--- src/rtl/ex_mem_stage.sv ---
// ex_mem_stage: merges the gated execute op results into one result word,
// bundles it with destination and memory-control fields, and passes the packet
// to the memory stage through a 2-entry skid buffer with registered
// valid/ready on both sides.
module ex_mem_stage #(
    parameter int XLEN = 32,
    parameter int NOPS = 10
) (
    input  logic                 clk,
    input  logic                 rst,
    input  logic                 flush,
    input  logic                 in_valid,
    output logic                 in_ready,
    input  logic [NOPS*XLEN-1:0] op_aer,
    input  logic [NOPS-1:0]      op_en,
    input  logic [4:0]           in_rd,
    input  logic                 in_wb_en,
    input  logic                 in_mem_rd,
    input  logic                 in_mem_wr,
    input  logic [1:0]           in_mem_size,
    input  logic [XLEN-1:0]      in_store_data,
    input  logic [XLEN-1:0]      in_pc,
    output logic                 out_valid,
    input  logic                 out_ready,
    output logic [XLEN-1:0]      out_result,
    output logic [4:0]           out_rd,
    output logic                 out_wb_en,
    output logic                 out_mem_rd,
    output logic                 out_mem_wr,
    output logic [1:0]           out_mem_size,
    output logic [XLEN-1:0]      out_store_data,
    output logic [XLEN-1:0]      out_pc,
    output logic                 out_err
);

    typedef struct packed {
        logic            err;
        logic [XLEN-1:0] pc;
        logic [XLEN-1:0] store_data;
        logic [1:0]      mem_size;
        logic            mem_wr;
        logic            mem_rd;
        logic            wb_en;
        logic [4:0]      rd;
        logic [XLEN-1:0] result;
    } pkt_t;

    typedef enum logic [1:0] {
        EMPTY = 2'd0,
        ONE   = 2'd1,
        TWO   = 2'd2
    } state_t;

    localparam logic [NOPS-1:0] EN_LSB = NOPS'(1);

    state_t          state_reg;
    state_t          state_next;
    logic            out_valid_reg;
    logic            in_ready_reg;
    pkt_t            main_reg;
    pkt_t            skid_reg;
    pkt_t            in_pkt;
    logic [XLEN-1:0] op_slice [NOPS];
    logic [XLEN-1:0] merged;
    logic            multi_hot;
    logic            accept;
    logic            drain;
    logic            load_main_in;
    logic            load_main_skid;
    logic            load_skid_in;

    // Split the concatenated op results into per-op slices.
    generate
        for (genvar gi = 0; gi < NOPS; gi++) begin : g_slice
            assign op_slice[gi] = op_aer[gi*XLEN +: XLEN];
        end
    endgenerate

    // OR-merge all gated results; only the enabled op drives non-zero data.
    always_comb begin
        merged = '0;
        for (int i = 0; i < NOPS; i++) begin
            merged = merged | op_slice[i];
        end
    end

    // More than one enable set: clearing the lowest set bit leaves something.
    assign multi_hot = |(op_en & (op_en - EN_LSB));

    // Build the incoming packet; a malformed enable vector is neutralised.
    always_comb begin
        in_pkt            = '0;
        in_pkt.err        = multi_hot;
        in_pkt.pc         = in_pc;
        in_pkt.store_data = in_store_data;
        in_pkt.mem_size   = in_mem_size;
        in_pkt.mem_wr     = in_mem_wr & ~multi_hot;
        in_pkt.mem_rd     = in_mem_rd & ~multi_hot;
        in_pkt.wb_en      = in_wb_en & ~multi_hot;
        in_pkt.rd         = in_rd;
        in_pkt.result     = multi_hot ? '0 : merged;
    end

    assign accept = in_valid & in_ready_reg;
    assign drain  = out_valid_reg & out_ready;

    // State register with registered handshake flags derived from next state.
    always_ff @(posedge clk or posedge rst) begin
        if (rst) begin
            state_reg     <= EMPTY;
            out_valid_reg <= 1'b0;
            in_ready_reg  <= 1'b1;
        end else begin
            state_reg     <= state_next;
            out_valid_reg <= (state_next != EMPTY);
            in_ready_reg  <= (state_next != TWO);
        end
    end

    // Next-state logic; flush empties the buffer unconditionally.
    always_comb begin
        state_next = state_reg;
        case (state_reg)
            EMPTY: if (accept) state_next = ONE;
            ONE: begin
                if (accept && !drain)      state_next = TWO;
                else if (!accept && drain) state_next = EMPTY;
                else                       state_next = ONE;
            end
            TWO: if (drain) state_next = ONE;
            default: state_next = EMPTY;
        endcase
        if (flush) state_next = EMPTY;
    end

    // Load controls for the main and skid entries; nothing loads during flush.
    always_comb begin
        load_main_in   = 1'b0;
        load_main_skid = 1'b0;
        load_skid_in   = 1'b0;
        if (!flush) begin
            case (state_reg)
                EMPTY: load_main_in = accept;
                ONE: begin
                    load_main_in = accept & drain;
                    load_skid_in = accept & ~drain;
                end
                TWO: load_main_skid = drain;
                default: ;
            endcase
        end
    end

    // Main entry: drives the outputs, changes only on a load.
    always_ff @(posedge clk or posedge rst) begin
        if (rst) begin
            main_reg <= '0;
        end else if (load_main_in) begin
            main_reg <= in_pkt;
        end else if (load_main_skid) begin
            main_reg <= skid_reg;
        end
    end

    // Skid entry: catches the beat accepted while the main entry is stalled.
    always_ff @(posedge clk or posedge rst) begin
        if (rst) begin
            skid_reg <= '0;
        end else if (load_skid_in) begin
            skid_reg <= in_pkt;
        end
    end

    assign in_ready       = in_ready_reg;
    assign out_valid      = out_valid_reg;
    assign out_result     = main_reg.result;
    assign out_rd         = main_reg.rd;
    assign out_wb_en      = main_reg.wb_en;
    assign out_mem_rd     = main_reg.mem_rd;
    assign out_mem_wr     = main_reg.mem_wr;
    assign out_mem_size   = main_reg.mem_size;
    assign out_store_data = main_reg.store_data;
    assign out_pc         = main_reg.pc;
    assign out_err        = main_reg.err;

endmodule
--- config.mk ---
export PLATFORM = sky130hd
export DESIGN_NAME = ex_mem_stage
export DESIGN_NICKNAME = d
export VERILOG_FILES = /design/src/rtl/ex_mem_stage.sv
export SDC_FILE = /design/constraint.sdc
export NUM_CORES = 1
export LEC_CHECK = 0
export ABC_AREA = 1
export CAP_MARGIN = 30
export CORE_AREA = 3 3 203 205
export CTS_BUF_LIST = sky130_fd_sc_hd__clkbuf_4 sky130_fd_sc_hd__clkbuf_8
export DETAILED_ROUTE_END_ITERATION = 12
export DIE_AREA = 0 0 206 208
export HOLD_SLACK_MARGIN = 0.12
export PLACE_DENSITY_LB_ADDON = 0.3
export SLEW_MARGIN = 20
export SYNTH_ARGS = -nofsm -noshare
export SYNTH_HDL_FRONTEND = slang
export SYNTH_SLANG_ARGS = --single-unit
--- constraint.sdc ---
create_clock -name clk -period 8.6 [get_ports clk]
set_clock_uncertainty 0.15 [all_clocks]
set_input_delay 1.72 -clock clk [delete_from_list [all_inputs] [get_ports clk]]
set_output_delay 1.72 -clock clk [all_outputs]
set_load 0.01 [all_outputs]
---- Yosys cells after proc, flatten, opt, wreduce, memory -nomap -nowiden ----
Index checks and enable logic that the tools add are counted.
word-level totals
  flip-flop bits (word level) ............. 218
  input bits .............................. 409
  output and inout bits ................... 109
  word-level logic and storage cells ...... 67
operators by class
  add/sub/neg operators ................... 1
  equality and inequality tests ........... 3
  mux-type cells .......................... 15
  bitwise gates (word level) .............. 19
  reduce and logical (&&, ||, !) cells .... 8
operators with widths
  cell                                                 count
  OR 32 bit                                            9
  2-to-1 mux 107 bit                                   2
  2-to-1 mux 32 bit                                    1
  bitwise AND 10 bit                                   1
  OR reduction 10 bit                                  1
  subtractor 10 x 1 -> 10 bit, second input constant   1
  2-to-1 mux 2 bit                                     4
  bitwise AND 1 bit                                    7
  2-to-1 mux 1 bit                                     6
  case mux 2 bit (3 select lines)                      1
  nonzero test 2 bit                                   2
  equality test 2 x 1 -> 1 bit, second input constant  1
  equality test 2 bit, second input constant           1
  logical AND 1 bit                                    2
  zero test 1 bit                                      2
  zero test 2 bit                                      1
  != test 2 bit, second input constant                 1
  NOT 1 bit                                            2
  case mux 1 bit (2 select lines)                      1

---- Logic depth before layout (Yosys ltp) ----
  word-level depth ........................ 11
  gate-level depth with buffers ........... 11
  mapped depth without buffers ............ 10

---- Worst setup path before layout ----
OpenSTA, ideal clock, no wires.
  path type ............................... input-to-reg
  start point ............................. input out_ready
  end point ............................... register main_reg, in the netlist out_mem_size[1]
  setup time .............................. 0.135 ns
  arrival time ............................ 2.866 ns
  required time ........................... 8.315 ns
  path slack .............................. 5.449 ns
  cell stages on the path ................. 10
  buffers on the path ..................... 2
  cells stage by stage .................... nand2_1 inv_1 ha_1 or2_1 nand3_2 inv_2 buf_2 buf_2 nand2_1 o211ai_1
between the ends
  cells in the longest elaborated chain, start to end .. 5
  elaborated cells on any way between the ends .. 8
  those cells by class .................... mux (5); bitwise (2); reduce/logical (1)
ends and longest elaborated chain
  element                                                   line  text
  start: declaration                                        24    input logic out_ready,
  bitwise AND 1 bit *                                       105   assign drain = out_valid_reg & out_ready;
  bitwise AND 1 bit                                         145   load_main_in = accept & drain;
  case mux 1 bit (2 select lines)                           142   case (state_reg)
  2-to-1 mux 1 bit                                          141   if (!flush) begin
  2-to-1 mux 107 bit or nonzero test 2 bit (tied branches)  n/a
  end signal: assignment                                    159   main_reg <= in_pkt;
  end signal: assignment                                    161   main_reg <= skid_reg;
  end: declaration                                          60    pkt_t main_reg;
Every way passes the cells marked *; elsewhere a longest branch is shown, timed or not.
A chain may end at the register's enable or synchronous reset.

---- Worst setup path in the final report ----
  start point ............................. input out_ready
  end point ............................... register main_reg, in the netlist out_pc[30]
Same word-level chain as after synthesis.

==> flow_summary.yaml <==
logic_synthesis:
  synth_edf_count: 0
  syn_nets: 1637
  synth_common_cells: "484 x nand2_1, 217 x dfrtp_1, 106 x nand3_1"
  synth_top_cells_by_area: "dfrtp_1 54%, nand2_1 18%, o211ai_1 5.3%, nand3_1 5.3%, nor4_1 4.0%"
  synth-seq-area-share: 0.541
  yosysTopAreaCellShare: 0.539
  syn_inst: 1226
  postSynth.asyncResetShare: 1.00
  synth_warnings: 0
  yosys_most_used_dff: "dfrtp_1"
  ys_ff_latch: 218
  yosysUniqueCellTypes: 23
  yosys.area.top_type: "dfrtp_1"
  syn_avg_cell_area_sq_um: 8.22
  syn_area_sq_um: 10100
  synth.most_common_cell: "nand2_1"
global_route:
  grt_pass1_wl_mm: 58.9
  antenna_found_initial: 8
  grt_pass1_vias: 10400
  gr-total-overflow: 0
  grt_max_degree: 108
  grt_usage: 0.174
timing:
  rsz0062_at_grt: "false"
  finalCritPeriodShare: 0.550
  report.final.slew_viol_count: 0
  final_hold_viol_count: 0
  tightest_slew_ns: 0.850
  post-route-min-period_ns: 4.73
  fin_tns_setup_ns: 0
  relSlewSlack: 0.434
  timing.fmax_mhz: 211
  setup_viol: 0
run:
  max_cap_viol_count: 0
cells_and_area:
  nNetsFinal: 2140
  syn_to_final_growth_pct: 62.8
  fillers: 3996
  seq_area_sq_um: 5460
  largest_reg_flops: 107
  utilization: 0.414
  multi_input_area_sq_um: 3940
  drive_gt1_frac: 0.0503
  design_area_sq_um: 16400
pwr:
  max-vdd-ir-drop_mv: 0.0946
  combPwrFrac: 0.306
  powerDensity_nw_per_um2: 213
  p_clk_frac: 0.270
  intPower_w: 0.00244
  p_total_w: 0.00350
  p_leak_nw: 7.23
  net-switching-power_w: 0.00106
  swShare: 0.303
  seqPwrFrac: 0.423
cts:
  cts_inserted_buffers: 39
  cts-root-buf: "clkbuf_8"
  cts_tree: "built"
  clock_path_buffers: 3
  cts_resized: 0
  htree_levels: 2
  cts_sinks: 218
  postCtsSetupBuffers: 0
  clock_latency_ns: 0.53
  clkTransAtPathRegs_ns: 0.06
  cts_hold_buf: 0
drt:
  drtPass1Iterations: 5
  via_per_inst: 4.55
  routed-via-count: 10400
  drc: 0
  wire_per_inst_microns: 17.0
  antenna_left: 0
  totalWireLength_mm: 38.9
  drt_iter0_drc: 537
place:
  place_hpwl_mm: 27.8
  place_congestion: 0.858
  postPlaceCellArea_sq_um: 15600
  portBuffers: 517
die:
  die_width_microns: 206
  die_y_microns: 208
  die_area_sq_um: 42800
  rows: 73
  io_pins: 518
  coreArea_sq_um: 39600
  start_util: 0.254
critical_path:
  crit_chain: "clkdlybuf4s50_1, nand2_1, inv_1, ha_1, or2_1, nand3_2, buf_4, inv_4, nor2_4, buf_4, nand2_1, o211ai_1"
  crit_arrival_ns: 5.03
  end_kind: "flop"
  r2r-start: "out_valid"
  worst_ep_required_time_ns: 8.90
  critPathMaxStageDelay_ns: 0.61
  reg2reg_slack_ns: 5.06
  slowest_stage: "buf_4"
  worstSetupPathType: "input pin to flop"
  crit_fanout: 61
  ff2ff_path_depth: 11
  worstReg2RegEnd: "out_pc[30]"
  critical_path.startpoint_type: "input pin"
min_path:
  worstHoldPathType: "flop to flop"
  hold_end: "out_err"
  worstHoldPathCells: 2
  min-delay-start: "out_err"
outcome:
  status: "finished clean"
## through the flow
stage | hold WS [ns] | setup WS [ns] | instances
2_1_floorplan | 0.299 | 0.767 | 1226
3_3_place_gp | 0.313 | 3.41 | 2212
3_5_place_dp | 0.315 | 3.29 | 2212
4_1_cts | 0.329 | 3.88 | 2275
5_1_grt | 0.345 | 3.67 | 2281
6_report | 0.323 | 3.87 | 2282
## layout make-up
type | instances | area share
Clock buffer | 59 | 0.0434
Inverter | 86 | 0.0206
Sequential cell | 218 | 0.332
Timing Repair Buffer | 528 | 0.321
Antenna cell | 6 | 0.000915
Tap cell | 525 | 0.0400
Clock inverter | 4 | 0.00168
Multi-Input combinational cell | 856 | 0.240
## cells by family (layout without fill, tap and decap cells)
family | count (synthesis) | after routing | synth area share
AOI/OAI and AO/OA | 148 | 148 | 0.0914
adders and majority gates | 2 | 2 | 0.00248
buffers and inverters | 152 | 677 | 0.0681
DFF | 218 | 218 | 0.541
other | 0 | 6 | 0
and+or+nand+nor | 706 | 706 | 0.297
## cells in the final DEF, fill, tap and decap left out
cell type and instances:
a21oi_1 1, a31oi_1 2, buf_12 1, buf_4 10
clkbuf_4 16, clkbuf_8 43, clkdlybuf4s50_1 517, clkinv_2 2
dfrtp_1 217, dfstp_2 1, diode_2 6, ha_1 2
inv_1 80, inv_2 2, inv_4 3, inv_6 2
inv_8 1, nand2_1 484, nand2_2 1, nand3_1 106
nand3_2 2, nor2_1 44, nor2_4 4, nor4_1 64
o211ai_1 71, o21ai_0 67, o21ai_1 7, or2_1 1
## metal layers
metal | track usage | share of wire
met1 | 0.210 | 0.40
met2 | 0.301 | 0.50
met3 | 0.0416 | 0.074
met4 | 0.0648 | 0.032
met5 | 0 | 0.00087
## how the worst max path moves through the flow
stage,from,end,slack (ns),depth (start not counted)
global placement,out_ready,out_store_data[13],3.41,12
floorplan,rst,out_err,0.77,1
CTS,out_ready,out_pc[3],3.88,12
detailed placement,out_ready,out_pc[3],3.29,12
global route,out_ready,out_pc[5],3.67,12
finish,out_ready,out_pc[30],3.87,12
## power by group through the flow
stage / sequential (W) / combinational (W) / clock (W)
detailed placement: 0.00150 / 0.00108 / 0
CTS: 0.00148 / 0.00109 / 0.000986
global placement: 0.00149 / 0.00105 / 0
floorplan: 0.00154 / 0.000401 / 0
finish: 0.00148 / 0.00107 / 0.000946
global route: 0.00151 / 0.00119 / 0.00103
## critical path: cells and delay by family
family          cells  cell delay (ns)
compound gates      1             0.13
fa+ha+maj           1             0.19
buf+inv             5             1.97
simple gates        5             0.90
No activity file was read; power rests on OpenSTA's default activity.
